==> config.mk <==
export PLATFORM = sky130hd
export DESIGN_NAME = polyvec_coeff_feeder
export DESIGN_NICKNAME = d
export VERILOG_FILES = /design/src/rtl/polyvec_coeff_feeder.sv
export SDC_FILE = /design/constraint.sdc
export NUM_CORES = 1
export LEC_CHECK = 0
export CAP_MARGIN = 0
export CORE_MARGIN = 5
export CORE_UTILIZATION = 44
export DETAILED_ROUTE_END_ITERATION = 10
export GPL_ROUTABILITY_DRIVEN = 1
export PLACE_DENSITY = 0.7
export REMOVE_ABC_BUFFERS = 1
export SKIP_CTS_REPAIR_TIMING = 1
export SYNTH_ARGS = -nofsm -noshare
export SYNTH_HDL_FRONTEND = slang
export SYNTH_SLANG_ARGS = --single-unit
==> constraint.sdc <==
create_clock -name clk -period 3.08 [get_ports clk]
set_input_delay 0.462 -clock clk [delete_from_list [all_inputs] [get_ports clk]]
set_output_delay 0.462 -clock clk [all_outputs]
set_load 0.05 [all_outputs]
==> src/rtl/polyvec_coeff_feeder.sv <==
// Serial coefficient stream to (even, odd) pair writes for the polyvec basemul accumulator.
// Fills vector A (K polys) and then vector B. Each coefficient is reduced once by q on entry.
module polyvec_coeff_feeder #(
  parameter int unsigned N     = 256,
  parameter int unsigned K     = 3,
  parameter int unsigned DEPTH = 8,
  parameter int unsigned Q     = 3329
) (
  input  logic             clk,
  input  logic             reset,
  input  logic             start,
  input  logic             s_valid,
  input  logic [15:0]      s_data,
  output logic             s_ready,
  output logic [15:0]      vec_din_1,
  output logic [15:0]      vec_din_2,
  output logic [DEPTH-1:0] vec_index,
  output logic [1:0]       vec_sel,
  output logic             vec_we_a,
  output logic             vec_we_b,
  output logic             busy,
  output logic             load_done,
  output logic             err
);

  localparam int unsigned DW = 16;
  localparam int unsigned PW = DEPTH - 1;
  localparam logic [DW-1:0] Q_W    = DW'(Q);
  localparam logic [DW-1:0] Q2_W   = DW'(2 * Q);
  localparam logic [PW-1:0] PAIR_L = PW'(N / 2 - 1);
  localparam logic [1:0]    SEL_L  = 2'(K - 1);

  typedef enum logic [1:0] {S_IDLE, S_LO, S_HI, S_FIN} state_t;

  state_t        state, state_nx;
  logic [PW-1:0] pair_cnt;
  logic [1:0]    sel_cnt;
  logic          side_b;
  logic [DW-1:0] lo_q;

  logic          accept_c;
  logic          ge_q_c;
  logic          ge_2q_c;
  logic [DW-1:0] red_c;
  logic          pair_wrap_c;
  logic          sel_wrap_c;
  logic          last_pair_c;

  // Single conditional subtraction; values >= 2q are flagged, not fully reduced.
  always_comb begin
    accept_c    = s_valid & s_ready;
    ge_q_c      = s_data >= Q_W;
    ge_2q_c     = s_data >= Q2_W;
    red_c       = ge_q_c ? s_data - Q_W : s_data;
    pair_wrap_c = pair_cnt == PAIR_L;
    sel_wrap_c  = sel_cnt == SEL_L;
    last_pair_c = side_b & sel_wrap_c & pair_wrap_c;
  end

  always_ff @(posedge clk or posedge reset) begin
    if (reset) state <= S_IDLE;
    else       state <= state_nx;
  end

  always_comb begin
    state_nx = state;
    case (state)
      S_IDLE:  if (start) state_nx = S_LO;
      S_LO:    if (accept_c) state_nx = S_HI;
      S_HI:    if (accept_c) state_nx = last_pair_c ? S_FIN : S_LO;
      S_FIN:   state_nx = S_IDLE;
      default: state_nx = S_IDLE;
    endcase
  end

  // Handshake/status flops follow the next state so they line up with it.
  always_ff @(posedge clk or posedge reset) begin
    if (reset) begin
      s_ready <= 1'b0;
      busy    <= 1'b0;
    end else begin
      s_ready <= (state_nx == S_LO) || (state_nx == S_HI);
      busy    <= state_nx != S_IDLE;
    end
  end

  always_ff @(posedge clk or posedge reset) begin
    if (reset) begin
      pair_cnt  <= '0;
      sel_cnt   <= '0;
      side_b    <= 1'b0;
      lo_q      <= '0;
      err       <= 1'b0;
      vec_din_1 <= '0;
      vec_din_2 <= '0;
      vec_index <= '0;
      vec_sel   <= '0;
      vec_we_a  <= 1'b0;
      vec_we_b  <= 1'b0;
      load_done <= 1'b0;
    end else begin
      vec_we_a  <= 1'b0;
      vec_we_b  <= 1'b0;
      load_done <= 1'b0;
      if (state == S_IDLE && start) begin
        pair_cnt <= '0;
        sel_cnt  <= '0;
        side_b   <= 1'b0;
        err      <= 1'b0;
      end
      if (accept_c && ge_2q_c) err <= 1'b1;
      if (accept_c && state == S_LO) lo_q <= red_c;
      if (accept_c && state == S_HI) begin
        vec_din_1 <= lo_q;
        vec_din_2 <= red_c;
        vec_index <= {pair_cnt, 1'b0};
        vec_sel   <= sel_cnt;
        vec_we_a  <= ~side_b;
        vec_we_b  <= side_b;
        load_done <= last_pair_c;
        pair_cnt  <= pair_wrap_c ? '0 : pair_cnt + PW'(1);
        if (pair_wrap_c) begin
          sel_cnt <= sel_wrap_c ? 2'd0 : sel_cnt + 2'd1;
          if (sel_wrap_c) side_b <= ~side_b;
        end
      end
    end
  end

endmodule

## Yosys cells after proc, flatten, opt, wreduce, memory -nomap -nowiden

Index checks and enable logic that the tools add are counted.

- Word-level logic and storage cells: 62
- Register bits after elaboration: 75
- Output and inout port bits: 48

- Eq/ne operators: 7
- Bitwise operators: 4
- $lt $le $gt $ge: 2
- Add/subtract/negate cells: 3
- Reduce and logical (&&, ||, !) cells: 9
- Multiplexer cells: 22

Operator list:

| operator | number |
|---|---|
| 7-bit 2-to-1 mux | 3 |
| 16-bit by 12-bit >= comparator with 1-bit output (second input constant) | 1 |
| 16-bit by 13-bit >= comparator with 1-bit output (second input constant) | 1 |
| 16-bit 2-to-1 mux | 1 |
| 2-bit 2-to-1 mux | 8 |
| 16-bit by 12-bit subtractor with 16-bit output (second input constant) | 1 |
| 1-bit 2-to-1 mux | 9 |
| 2-bit equality test (second input constant) | 4 |
| 2-bit one-hot mux with 4 select lines | 1 |
| 7-bit by 1-bit adder with 7-bit output (second input constant) | 1 |
| 7-bit equality test (second input constant) | 1 |
| 2-bit nonzero test | 3 |
| 2-bit by 1-bit equality test with 1-bit output (second input constant) | 2 |
| 1-bit logical AND | 4 |
| 1-bit AND | 3 |
| 2-bit by 1-bit adder with 2-bit output (second input constant) | 1 |
| 2-bit logical NOT | 1 |
| 1-bit logical OR | 1 |
| 1-bit inverter | 1 |

## Depth between registers and ports, before layout

- Depth in word-level cells: 8
- Gate-level depth with buffers: 8

## Worst setup path before layout

OpenSTA, ideal clock, no wires.

- Kind: input to register
- Start: in s_data[0]
- End: reg vec_din_2[1]
- Stages: 7
- Slack: 1.075 ns
- Arrival time: 1.922 ns
- Setup time: 0.083 ns
- Data required time: 2.997 ns
- Cells stage by stage: inv_1 ha_1 nor4b_4 a31oi_1 nor2_1 mux2_2 o21ai_0

- Cells in the longest elaborated chain, start to end: 2
- Elaborated cells on any way between the ends: 3
- Classes of those cells: add/sub: 1; order compare: 1; mux: 1

Ends and longest elaborated chain:

| what | RTL line | source |
|---|---|---|
| start: declaration | 13 | `input logic [15:0] s_data,` |
| 16-bit by 12-bit subtractor with 16-bit output or 16-bit by 12-bit >= comparator with 1-bit output (tied branches) | 54, 52 |  |
| 16-bit 2-to-1 mux (*) | 54 | `red_c = ge_q_c ? s_data - Q_W : s_data;` |
| end signal: assignment | 115 | `vec_din_2 <= red_c;` |
| end: declaration | 16 | `output logic [15:0] vec_din_2,` |

Every way passes the cells marked *; elsewhere a longest branch is shown, timed or not.
A chain may end at the register's enable or synchronous reset.

## Final worst setup path

- Start: in s_data[0]
- End: reg lo_q[1]

- Cells in the longest elaborated chain, start to end: 2
- Elaborated cells on any way between the ends: 3
- Classes of those cells: add/sub: 1; order compare: 1; mux: 1

Ends and longest elaborated chain:

| what | RTL line | source |
|---|---|---|
| 16-bit by 12-bit subtractor with 16-bit output or 16-bit by 12-bit >= comparator with 1-bit output (tied branches) | 54, 52 |  |
| 16-bit 2-to-1 mux (*) | 54 |  |
| end signal: assignment | 112 | `if (accept_c && state == S_LO) lo_q <= red_c;` |
| end: declaration | 39 | `logic [DW-1:0] lo_q;` |

Marked as above.

==> impl_metrics.yaml <==
die:
  die_w_um: 97.8
  start_util_pct: 44.6
  die_y_um: 97.8
  io_pins: 68
  dieArea_um2: 9560
  core_um2: 7610
  rows: 32
routing:
  drcViolationCount: 0
  drt-initial-drc-count: 115
  routed_via_density: 5.08
  drtAntennaViolNets: 0
  wire_per_inst_um: 14.1
  firstDrtPassIters: 4
  vias: 2741
  wl_um: 7640
clock_network:
  cts_tree: "yes"
  cts_max_path_buffers: 2
  h-tree-depth: 3
  clk_latency_ps: 340
  cts.sinks: 75
  cts-root-buf: "clkbuf_8"
  numCtsBuffers: 9
  clk_pin_slew_worst_paths_ps: 70
global_routing:
  grt_pass1_wl_um: 13000
  grt_overflow: 0
  grt_start_max_net_pins: 51
  first_global_vias: 2759
  antenna_found_initial: 0
  gr-usage-all-layers_pct: 16.7
placement:
  hpwl_um: 5340
  place_ws_ps: 314
  placed_area_um2: 4180
  portBuffers: 66
  place_congestion: 0.807
worst_setup_path:
  worst_path_largest_cell_delay_ps: 480
  worstSetupPathType: "input pin to flip-flop"
  cp.required_ps: 3340
  crit_slowest_cell: "clkdlybuf4s50_1"
  startpoint_type: "input pin"
  crit_chain: "clkdlybuf4s50_1 > inv_1 > ha_1 > nor4b_4 > a31oi_1 > nor2_1 > mux2_2 > o21ai_0"
  r2r_slack_ps: 1060
  worstSetupEndpointType: "flip-flop"
  r2r_cells: 6
  cp.arrival_ps: 2670
  cp_max_fo: 6
yosys:
  yosysWarnings: 0
  yosysSeqAreaShare_pct: 55.4
  netlist_instances: 366
  ys_ff_latch: 75
  synth-edff-count: 0
  ys.flop_type: "dfrtp_1"
  ys_types: 51
  synthArstFlopShare_pct: 100
  syn_avg_cell_area_um2: 9.26
  synth_area_um2: 3390
pwr:
  clkPwrFrac_pct: 21.7
  p_int_uw: 2450
  pwr-share-seq_pct: 36.4
  peakVddDrop_uv: 558
  switching_power_uw: 1750
  swShare_pct: 41.6
  p_comb_share_pct: 41.9
  cellPowerDensity_nw_per_um2: 948
  leakage_uw: 0.00203
sta:
  rsz0062_at_grt: "false"
  setup_viol: 0
  fin_crit_sh_pct: 78.1
  clock_skew_ps: 4.34
  hold_violations: 0
  finalCriticalPeriod_ps: 2400
  drv_slew: 0
  tightest_slew_ps: 628
  setup_ws_ps: 675
  fmax_ghz: 0.416
  fin_hold_ws_ps: 468
  max-slew-margin-rel_pct: 57.9
finish:
  postLayoutCellArea_um2: 4420
  final_common_cell: "nand2_1"
  nets: 458
  final_cell_mix: "116 x nand2_1, 75 x dfrtp_1, 66 x clkdlybuf4s50_1, 42 x o21ai_0"
  area_growth_syn_to_layout_pct: 30.4
  drive_gt1_share_pct: 7.53
  diodes: 0
hold_path:
  hold_depth: 2
  hold_class: "flip-flop to flip-flop"
job:
  max-cap-violations: 0
outcome:
  status: "finished clean"
==> registers in the layout (all words and copies together), names as in the netlist, 2 cells and up <==
signal and count:
lo_q 16, pair_cnt 7, sel_cnt 2, state 2, vec_din_1 16, vec_din_2 16
vec_index 7, vec_sel 2
==> power by group through the flow <==
stage               clock (uW)  sequential, uW  combinational [uW]
floorplan                    0            2260                 415
global placement             0            1530                1750
detailed placement           0            1540                1770
finish                     911            1530                1750
global route               969            1570                1890
CTS                        934            1530                1780
==> cells in the mapped netlist, types with 2 or more instances <==
| master | number | share of area, % |
|---|---|---|
| a21boi_0 | 2 | 0.44 |
| a21oi_1 | 3 | 0.44 |
| a22o_1 | 2 | 0.52 |
| a31oi_1 | 3 | 0.55 |
| and2_1 | 3 | 0.55 |
| clkbuf_1 | 14 | 1.5 |
| dfrtp_1 | 75 | 55 |
| ha_1 | 5 | 1.8 |
| inv_1 | 9 | 1.0 |
| mux2_2 | 2 | 0.66 |
| nand2_1 | 116 | 13 |
| nand2b_1 | 2 | 0.37 |
| nand3_1 | 7 | 1.0 |
| nand4_1 | 4 | 0.74 |
| nand4b_1 | 2 | 0.52 |
| nor2_1 | 13 | 1.4 |
| nor3_1 | 7 | 1.0 |
| o211ai_1 | 4 | 0.89 |
| o21a_1 | 2 | 0.44 |
| o21ai_0 | 42 | 6.2 |
| o21ai_1 | 4 | 0.59 |
| o221ai_1 | 2 | 0.52 |
| o311ai_0 | 2 | 0.52 |
| xnor2_1 | 3 | 0.78 |
| xor2_1 | 12 | 3.1 |
==> worst paths after layout <==
check,from,endpoint
worst max-delay path,s_data[0],lo_q[1]
worst min-delay path,lo_q[11],vec_din_1[11]
worst max register to register,state[0],pair_cnt[5]
worst min register to register,lo_q[11],vec_din_1[11]
max in group asynchronous,reset,lo_q[11]
min in group asynchronous,reset,vec_din_1[8]
==> per-layer routing <==
layer,share of wire [%],vias up,global-route usage [%]
met5,0,-,0
met1,49,1299,22.7
met3,4.5,7,3.93
met2,45,66,26.0
li1,-,1369,-
met4,1.4,0,6.92
==> metrics by stage <==
step / util (%) / TNS (ps) / power [uW] / cells
finish: 58.1 / 0 / 4190 / 540
global route: 58.1 / 0 / 4430 / 540
CTS: 58.1 / 0 / 4240 / 540
detailed placement: 55.0 / 0 / 3310 / 524
global placement: 55.0 / 0 / 3280 / 524
floorplan: - / -35.7 / 2670 / 348
==> critical path, delay by kind of cell <==
family                     cells  cell delay, ps
AOI/OAI and AO/OA              2             300
adders and majority gates      1             200
buffers and inverters          2             630
muxes                          1             390
and+or+nand+nor                2             670
==> logic make-up (layout without fill, tap and decap cells) <==
logic type,after synthesis,in the layout,share of synthesized area (%)
AO/OA/AOI/OAI,75,75,13.3
multiplexers,2,2,0.664
buffers and inverters,27,99,3.17
other,1,1,0.111
XOR/XNOR,15,15,3.87
AND/OR/NAND/NOR,166,166,21.7
flip-flops,75,75,55.4
adder cells (fa/ha/maj),5,5,1.85
==> layout make-up <==
| type | count | area, um2 |
|---|---|---|
| fill | 689 | 3190 |
| sequential | 75 | 1880 |
| multi-input combinational | 264 | 1410 |
| timing repair buffer | 74 | 733 |
| clock buffer | 11 | 141 |
| tap | 102 | 128 |
| clock inverter | 5 | 100 |
| inverter | 9 | 33.8 |
No activity file was read; power rests on OpenSTA's default activity.
